### config.mk
export PLATFORM = sky130hd
export DESIGN_NAME = delta_interp_flat
export DESIGN_NICKNAME = d
export VERILOG_FILES = /design/src/rtl/delta_interp_if.sv /design/src/rtl/delta_interp.sv /design/src/flat_wrapper.sv
export SDC_FILE = /design/constraint.sdc
export NUM_CORES = 1
export LEC_CHECK = 0
export CAP_MARGIN = 20
export CORE_MARGIN = 3
export CORE_UTILIZATION = 56
export DETAILED_ROUTE_END_ITERATION = 6
export HOLD_SLACK_MARGIN = 0.05
export PLACE_DENSITY = 0.86
export SYNTH_ARGS = -nofsm -noshare
export SYNTH_HDL_FRONTEND = slang
export SYNTH_SLANG_ARGS = --single-unit
### constraint.sdc
create_clock -name clock -period 4.6 [get_ports clock]
set_input_delay 0.46 -clock clock [delete_from_list [all_inputs] [get_ports clock]]
set_output_delay 0.46 -clock clock [all_outputs]
set_load 0.03 [all_outputs]
### src/rtl/delta_interp_if.sv
// delta_interp_if
//   Groups the segment-request, status and output-stream signals of
//   delta_interp.
//   Ports (signals):
//     start, y_base, delta : segment request (driver -> interpolator)
//     busy, sat, done      : segment status   (interpolator -> driver)
//     out_valid/out_ready  : sample stream handshake
//     out_data, out_index,
//     out_last             : sample payload
//   Modports:
//     slave  : the interpolator side (serves segment requests)
//     master : the requesting side (issues requests, consumes samples)
interface delta_interp_if #(
  parameter int X_DISPLACEMENT = 16,
  parameter int DSIZE          = 16,
  parameter int DT_I           = 8,
  parameter int DT_D           = 4
);
  localparam int IW = $clog2(X_DISPLACEMENT);

  logic                   start;
  logic [DSIZE-1:0]       y_base;
  logic [DT_I+DT_D-1:0]   delta;
  logic                   busy;
  logic                   out_valid;
  logic                   out_ready;
  logic [DSIZE-1:0]       out_data;
  logic [IW-1:0]          out_index;
  logic                   out_last;
  logic                   sat;
  logic                   done;

  modport slave (
    input  start, y_base, delta, out_ready,
    output busy, out_valid, out_data, out_index, out_last, sat, done
  );

  modport master (
    output start, y_base, delta, out_ready,
    input  busy, out_valid, out_data, out_index, out_last, sat, done
  );
endinterface

### src/rtl/delta_interp.sv
// delta_interp
//   Walks one line segment of X_DISPLACEMENT steps. Starting from y_base it
//   adds the fixed-point slope (DT_I.DT_D) once per accepted sample and
//   emits a rounded (half up), saturated DSIZE-bit Y value per step on a
//   valid/ready stream.
//   Ports:
//     clock : rising-edge clock
//     rst_n : asynchronous active-low reset
//     bus   : delta_interp_if.slave (start/y_base/delta request, busy/sat/
//             done status, out_valid/out_ready/out_data/out_index/out_last)
module delta_interp #(
  parameter int X_DISPLACEMENT = 16,
  parameter int DSIZE          = 16,
  parameter int DT_I           = 8,
  parameter int DT_D           = 4
) (
  input  logic          clock,
  input  logic          rst_n,
  delta_interp_if.slave bus
);

  localparam int IW = $clog2(X_DISPLACEMENT);
  localparam int AW = DSIZE + DT_D;
  localparam int DW = DT_I + DT_D;
  localparam logic [IW-1:0] LAST_IDX = IW'(X_DISPLACEMENT - 1);
  localparam logic [AW:0]   HALF     = {{AW{1'b0}}, 1'b1} << (DT_D - 1);

  typedef enum logic [1:0] {IDLE, RUN, DONE} state_t;

  state_t          state_q, state_d;
  logic [AW-1:0]   acc_q, acc_d;
  logic [DW-1:0]   step_q, step_d;
  logic [IW-1:0]   index_q, index_d;
  logic            sat_q, sat_d;

  logic            handshake;
  logic            lastIdx;
  logic [AW:0]     sum;
  logic            addOvf;
  logic [DSIZE:0]  rndHi;
  logic [DT_D-1:0] rndLo;
  logic            roundOvf;
  logic            unusedRndLo;

  assign handshake = (state_q == RUN) && bus.out_ready;
  assign lastIdx   = (index_q == LAST_IDX);

  // One extra bit catches the carry-out of the step add.
  assign sum    = {1'b0, acc_q} + (AW+1)'(step_q);
  assign addOvf = sum[AW];

  // Round half up; the top bit of rndHi flags a result beyond DSIZE bits.
  assign {rndHi, rndLo} = {1'b0, acc_q} + HALF;
  assign roundOvf       = rndHi[DSIZE];
  // Fractional bits drop out once the sample has been rounded.
  assign unusedRndLo    = ^rndLo;

  // State register
  always_ff @(posedge clock or negedge rst_n) begin
    if (!rst_n) begin
      state_q <= IDLE;
    end else begin
      state_q <= state_d;
    end
  end

  // Next-state logic; start is only honoured in IDLE
  always_comb begin
    state_d = state_q;
    unique case (state_q)
      IDLE:    if (bus.start) state_d = RUN;
      RUN:     if (handshake && lastIdx) state_d = DONE;
      DONE:    state_d = IDLE;
      default: state_d = IDLE;
    endcase
  end

  // Datapath registers
  always_ff @(posedge clock or negedge rst_n) begin
    if (!rst_n) begin
      acc_q   <= '0;
      step_q  <= '0;
      index_q <= '0;
      sat_q   <= 1'b0;
    end else begin
      acc_q   <= acc_d;
      step_q  <= step_d;
      index_q <= index_d;
      sat_q   <= sat_d;
    end
  end

  // A clamped accumulator stays all-ones because any further add carries out
  always_comb begin
    acc_d   = acc_q;
    step_d  = step_q;
    index_d = index_q;
    sat_d   = sat_q;
    if (state_q == IDLE && bus.start) begin
      acc_d   = {bus.y_base, {DT_D{1'b0}}};
      step_d  = bus.delta;
      index_d = '0;
      sat_d   = 1'b0;
    end else if (handshake) begin
      sat_d = sat_q | roundOvf;
      if (!lastIdx) begin
        index_d = index_q + 1'b1;
        acc_d   = addOvf ? {AW{1'b1}} : sum[AW-1:0];
        sat_d   = sat_q | roundOvf | addOvf;
      end
    end
  end

  // Outputs; sat also reflects a clamp of the sample currently on offer
  always_comb begin
    bus.busy      = (state_q != IDLE);
    bus.out_valid = (state_q == RUN);
    bus.out_data  = '0;
    bus.out_index = '0;
    bus.out_last  = 1'b0;
    bus.done      = (state_q == DONE);
    bus.sat       = sat_q;
    if (state_q == RUN) begin
      bus.out_data  = roundOvf ? {DSIZE{1'b1}} : rndHi[DSIZE-1:0];
      bus.out_index = index_q;
      bus.out_last  = lastIdx;
      bus.sat       = sat_q | roundOvf;
    end
  end

endmodule

### src/flat_wrapper.sv
// flat-port wrapper written by rule: the top's interface ports become plain ports
module delta_interp_flat 
#(
  parameter int X_DISPLACEMENT = 16,
  parameter int DSIZE          = 16,
  parameter int DT_I           = 8,
  parameter int DT_D           = 4
)
  (clock, rst_n, bus_start, bus_y_base, bus_delta, bus_out_ready, bus_busy, bus_out_valid, bus_out_data, bus_out_index, bus_out_last, bus_sat, bus_done);
  delta_interp_if #(.X_DISPLACEMENT(X_DISPLACEMENT), .DSIZE(DSIZE), .DT_I(DT_I), .DT_D(DT_D)) bus_i ();
  input  logic clock;
  input  logic rst_n;
  input wire logic [$bits(bus_i.start)-1:0] bus_start;
  input wire logic [$bits(bus_i.y_base)-1:0] bus_y_base;
  input wire logic [$bits(bus_i.delta)-1:0] bus_delta;
  input wire logic [$bits(bus_i.out_ready)-1:0] bus_out_ready;
  output wire logic [$bits(bus_i.busy)-1:0] bus_busy;
  output wire logic [$bits(bus_i.out_valid)-1:0] bus_out_valid;
  output wire logic [$bits(bus_i.out_data)-1:0] bus_out_data;
  output wire logic [$bits(bus_i.out_index)-1:0] bus_out_index;
  output wire logic [$bits(bus_i.out_last)-1:0] bus_out_last;
  output wire logic [$bits(bus_i.sat)-1:0] bus_sat;
  output wire logic [$bits(bus_i.done)-1:0] bus_done;
  assign bus_i.start = bus_start;
  assign bus_i.y_base = bus_y_base;
  assign bus_i.delta = bus_delta;
  assign bus_i.out_ready = bus_out_ready;
  assign bus_busy = bus_i.busy;
  assign bus_out_valid = bus_i.out_valid;
  assign bus_out_data = bus_i.out_data;
  assign bus_out_index = bus_i.out_index;
  assign bus_out_last = bus_i.out_last;
  assign bus_sat = bus_i.sat;
  assign bus_done = bus_i.done;
  delta_interp #(.X_DISPLACEMENT(X_DISPLACEMENT), .DSIZE(DSIZE), .DT_I(DT_I), .DT_D(DT_D)) u_core (.clock(clock), .rst_n(rst_n), .bus(bus_i));
endmodule
==> results.txt <==
- The run finished with clean final reports.
* Share of final-layout standard cells stronger than drive strength 1: under 10%
- Met2 Wirelength: between 3000 and 4000 um
- The count of nets left with antenna violations once routing finished came out at 0.
- Die Wd: 76.6 um
- For this run, the register share of the synthesized area comes to 35.0%.
* CTS tree: done
- For the pin with the worst max-slew slack, the measured transition is just over 0.9 ns.
- Slew Viols, Final: 0
- Total wirelength of the detailed-routed design: 7520 um
- Power spread over the standard cell area amounts to approximately 900 mW/mm^2.
* Design area: between 0.003 and 0.004 mm^2
* Maximum clock frequency: 281 MHz
- GRT Total Usage: approximately a quarter
* Post-Syn Area per Cell: 8.16 um^2
- Resized cells post-CTS: 0
- Data on the critical path arrives at its endpoint at between 3 and 4 ns.
- Detailed routing inserted a total of between 2k and 3k vias.
- Max-cap violations in this run came to 0.
- The H-tree was split into 2 levels.
- Across the routed clock network, the largest skew measured is approximately 0.012 ns.
- In this run the post-CTS setup repair buffer count came out at 0.
- Pin placement for this block handled 57 I/O pins.
- STA classifies the critical path startpoint as a flop.
- Entering global routing, the biggest net connects 40 pins.
- In this run the cell area measured after placement is around 0.0034 mm^2.
- Site Rows: 25
- The congestion estimate from routability-driven global placement came to about 0.95.
* Via density: 5.91
- Accumulated negative setup slack: 0 ns
- Placed wire-length estimate after detailed placement: between 5000 and 6000 um
- Number of buffers inserted by hold repair at cts: 0
- The via count of the first global-routing pass came to between 2k and 3k.
* Post-Synthesis Cells: between 300 and 400
- The count of final hold-check violations is 0.
* Warnings from Yosys: 0
- After clock tree synthesis, the clock-pin slew on the worst setup and hold paths is 0.09 ns.
* Net count after synthesis: between 300 and 400
- The clock drives 39 sinks.
* Inserted Clock Buffers: 5
* DR iter-0 viols: approximately 290
- The area growth from synthesis to layout is 24.5%.
* Total Power Consumption: ~3100 uW
- Post-synthesis instance area: 0.00279 mm^2
- Number of antenna cells inserted: 0
* Maximum count of clock buffers along a single path: 2
* Final net count: between 400 and 500
- After layout, the minimum clock period comes to approximately 3.6 ns.
- From bottom edge to top edge, the die measures ~77 um.
* Worst min path class: primary input to async pin
- Leakage: about 0.0015 uW
* Congestion Overflow GR: 0
- The initial antenna violation count was 0.
- Placeable core region: 0.00479 mm^2
* Synth cell types: 57
- The cell sitting at the root of the clock tree is a sky130_fd_sc_hd__clkbuf_8.
* Final setup violation count: 0
- The detailed router put a total of 3290 um of wire on met1.
* Nature of the critical path endpoint: output pin
* Ratio of final minimum period to clock period: between 70% and 80%
- Tracing the worst setup path back leads to its startpoint at u_core.acc_q[6].
- The worst pin sits at a relative slew slack of roughly two fifths.
- The startpoint identified for the worst register-to-register timing path is u_core.state_q[1].
- During placement, the flow inserted port buffers numbering 56.
- Setup repair after global routing missed its margin: false
* Critical Path RT: a little over 4 ns
- For this run, the detailed router's first-pass iteration total came to 4.
- Across the VDD grid, the largest voltage drop is 0.447 mV.
* Clk Latency, worst-skew pair: 0.31 ns
- Maximum net fanout on the critical path: 13
- The filler cells instantiated in the layout total about 380.
- Post-detailed-route wirelength per cell: approximately 16 um
- Die Area: about 0.0059 mm^2
- Signal routing reaches up to met4.
- The initial utilization of the core area, before any placement, comes to 58.3%.
* Post-synthesis sequential element count: 39
* Setup CP Type: flop to output pin
- Amount of wire on met3 after detailed routing: around 500 um
* First-pass GRT wire length: 12,300 um
* Post-detailed-route DRC marker count: 0
==> layout make-up <==
| class | count | area, um^2 | area share [%] |
|---|---|---|---|
| Multi-Input combinational cell | 276 | 1700 | 48.8 |
| Inverter | 8 | 30.0 | 0.864 |
| Clock buffer | 6 | 82.6 | 2.38 |
| Sequential cell | 39 | 976 | 28.1 |
| Tap cell | 67 | 83.8 | 2.41 |
| Clock inverter | 2 | 35.0 | 1.01 |
| Timing Repair Buffer | 58 | 571 | 16.4 |
==> kinds of logic (layout without fill, tap and decap cells) <==
logic type	Yosys count	after routing	synth area share (%)
mux	1	1	0.359
compound gates	96	96	23.1
xor+xnor	20	20	6.28
simple gates	144	144	24.1
buf+inv	27	74	4.21
flops	39	39	35.0
fa+ha+maj	15	15	6.99
==> worst paths after layout <==
check	end	slack, ns	cells after the start
hold reg to reg	u_core.step_q[0]	0.49	2
min in group clock	u_core.step_q[0]	0.49	2
setup / recovery	bus_out_data[13]	1.04	8
setup reg to reg	u_core.acc_q[18]	1.72	6
max in group asynchronous	u_core.step_q[11]	3.76	1
hold / removal	u_core.acc_q[17]	0.27	1
==> critical path, cell delays in order (launching register included) <==
cell	delay, ns
sky130_fd_sc_hd__dfrtp_1	0.47
sky130_fd_sc_hd__and3_1	0.23
sky130_fd_sc_hd__nand4_1	0.12
sky130_fd_sc_hd__nor2_1	0.47
sky130_fd_sc_hd__nand2_1	0.42
sky130_fd_sc_hd__nand3_1	0.20
sky130_fd_sc_hd__o21ai_0	0.09
sky130_fd_sc_hd__nor2_1	0.10
sky130_fd_sc_hd__clkdlybuf4s50_1	0.69
==> cells in the final DEF (no fill, tap or decap), types with 3 or more instances in the layout <==
cell	synthesis	routed
sky130_fd_sc_hd__a31o_2	3	3
sky130_fd_sc_hd__inv_1	7	7
sky130_fd_sc_hd__nand2_1	69	69
sky130_fd_sc_hd__clkbuf_8	0	6
sky130_fd_sc_hd__a21o_1	7	7
sky130_fd_sc_hd__nand2b_1	4	4
sky130_fd_sc_hd__a21oi_1	32	32
sky130_fd_sc_hd__dfrtp_1	39	39
sky130_fd_sc_hd__xnor2_1	8	8
sky130_fd_sc_hd__nor2_1	24	24
sky130_fd_sc_hd__clkdlybuf4s50_1	0	55
sky130_fd_sc_hd__o211ai_1	3	3
sky130_fd_sc_hd__xor2_1	12	12
sky130_fd_sc_hd__o21ai_0	19	19
sky130_fd_sc_hd__a31oi_1	9	9
sky130_fd_sc_hd__and2_1	7	7
sky130_fd_sc_hd__nand3_1	11	11
sky130_fd_sc_hd__and3_1	11	11
sky130_fd_sc_hd__nand4_1	4	4
sky130_fd_sc_hd__ha_1	14	14
==> routing by layer <==
metal  up-vias  GRT usage [%]
met5         -              0
met4         0           8.15
met3        12           4.26
met2       115           44.5
met1      1273           34.3
li1       1297              -
==> state kept, by name (all words and copies together) (netlist names) <==
signal / count
u_core.acc_q: 20
u_core.index_q: 4
u_core.state_q: 2
u_core.sat_q: 1
u_core.step_q: 12
==> synth_stat cells, drive strengths merged <==
master | n | area share [%]
nor2b | 2 | 0.45
fa | 1 | 0.72
or3 | 2 | 0.45
a21oi | 33 | 6.1
o22ai | 2 | 0.45
nor4b | 1 | 0.31
inv | 8 | 1.1
o21ai | 20 | 3.6
nand2 | 69 | 9.3
o311ai | 1 | 0.31
or2 | 1 | 0.22
a311oi | 3 | 1.2
o21bai | 1 | 0.27
nor2 | 25 | 3.5
a31o | 3 | 0.94
a41o | 1 | 0.36
dfrtp | 39 | 35
buf | 7 | 1.5
ha | 14 | 6.3
xor2 | 12 | 3.8
and2 | 8 | 1.8
xnor2 | 8 | 2.5
and3 | 13 | 3.1
a21boi | 1 | 0.40
a21o | 7 | 1.9
clkbuf | 12 | 1.6
a41oi | 2 | 0.63
o21a | 2 | 0.54
o41ai | 1 | 0.99
nand4 | 4 | 0.90
o31a | 1 | 0.31
nor4bb | 1 | 0.36
a31oi | 10 | 2.5
mux2i | 1 | 0.36
a211oi | 2 | 0.72
a221o | 1 | 0.36
o221a | 1 | 0.40
nor4 | 1 | 0.22
nand3 | 11 | 2.0
nor3 | 1 | 0.18
nand2b | 5 | 1.4
o211ai | 4 | 1.3
==> power by group <==
part | internal, uW | leakage [uW] | switching (uW) | total [uW]
registers | 506 | 0.000470 | 187 | 693
logic | 910 | 0.000991 | 1210 | 2120
clock network | 176 | 0.0000612 | 133 | 309
==> stage by stage <==
stage / util [%] / hold WS (ns) / instances / setup slack (ns)
2_1_floorplan: - / 0.164 / 342 / 2.14
3_3_place_gp: 70.2 / 0.472 / 448 / 1.56
3_5_place_dp: 70.2 / 0.475 / 448 / 1.42
4_1_cts: 72.6 / 0.304 / 456 / 1.06
5_1_grt: 72.6 / 0.340 / 456 / 0.875
6_report: 72.6 / 0.267 / 456 / 1.04
No activity file was read; power rests on OpenSTA's default activity.
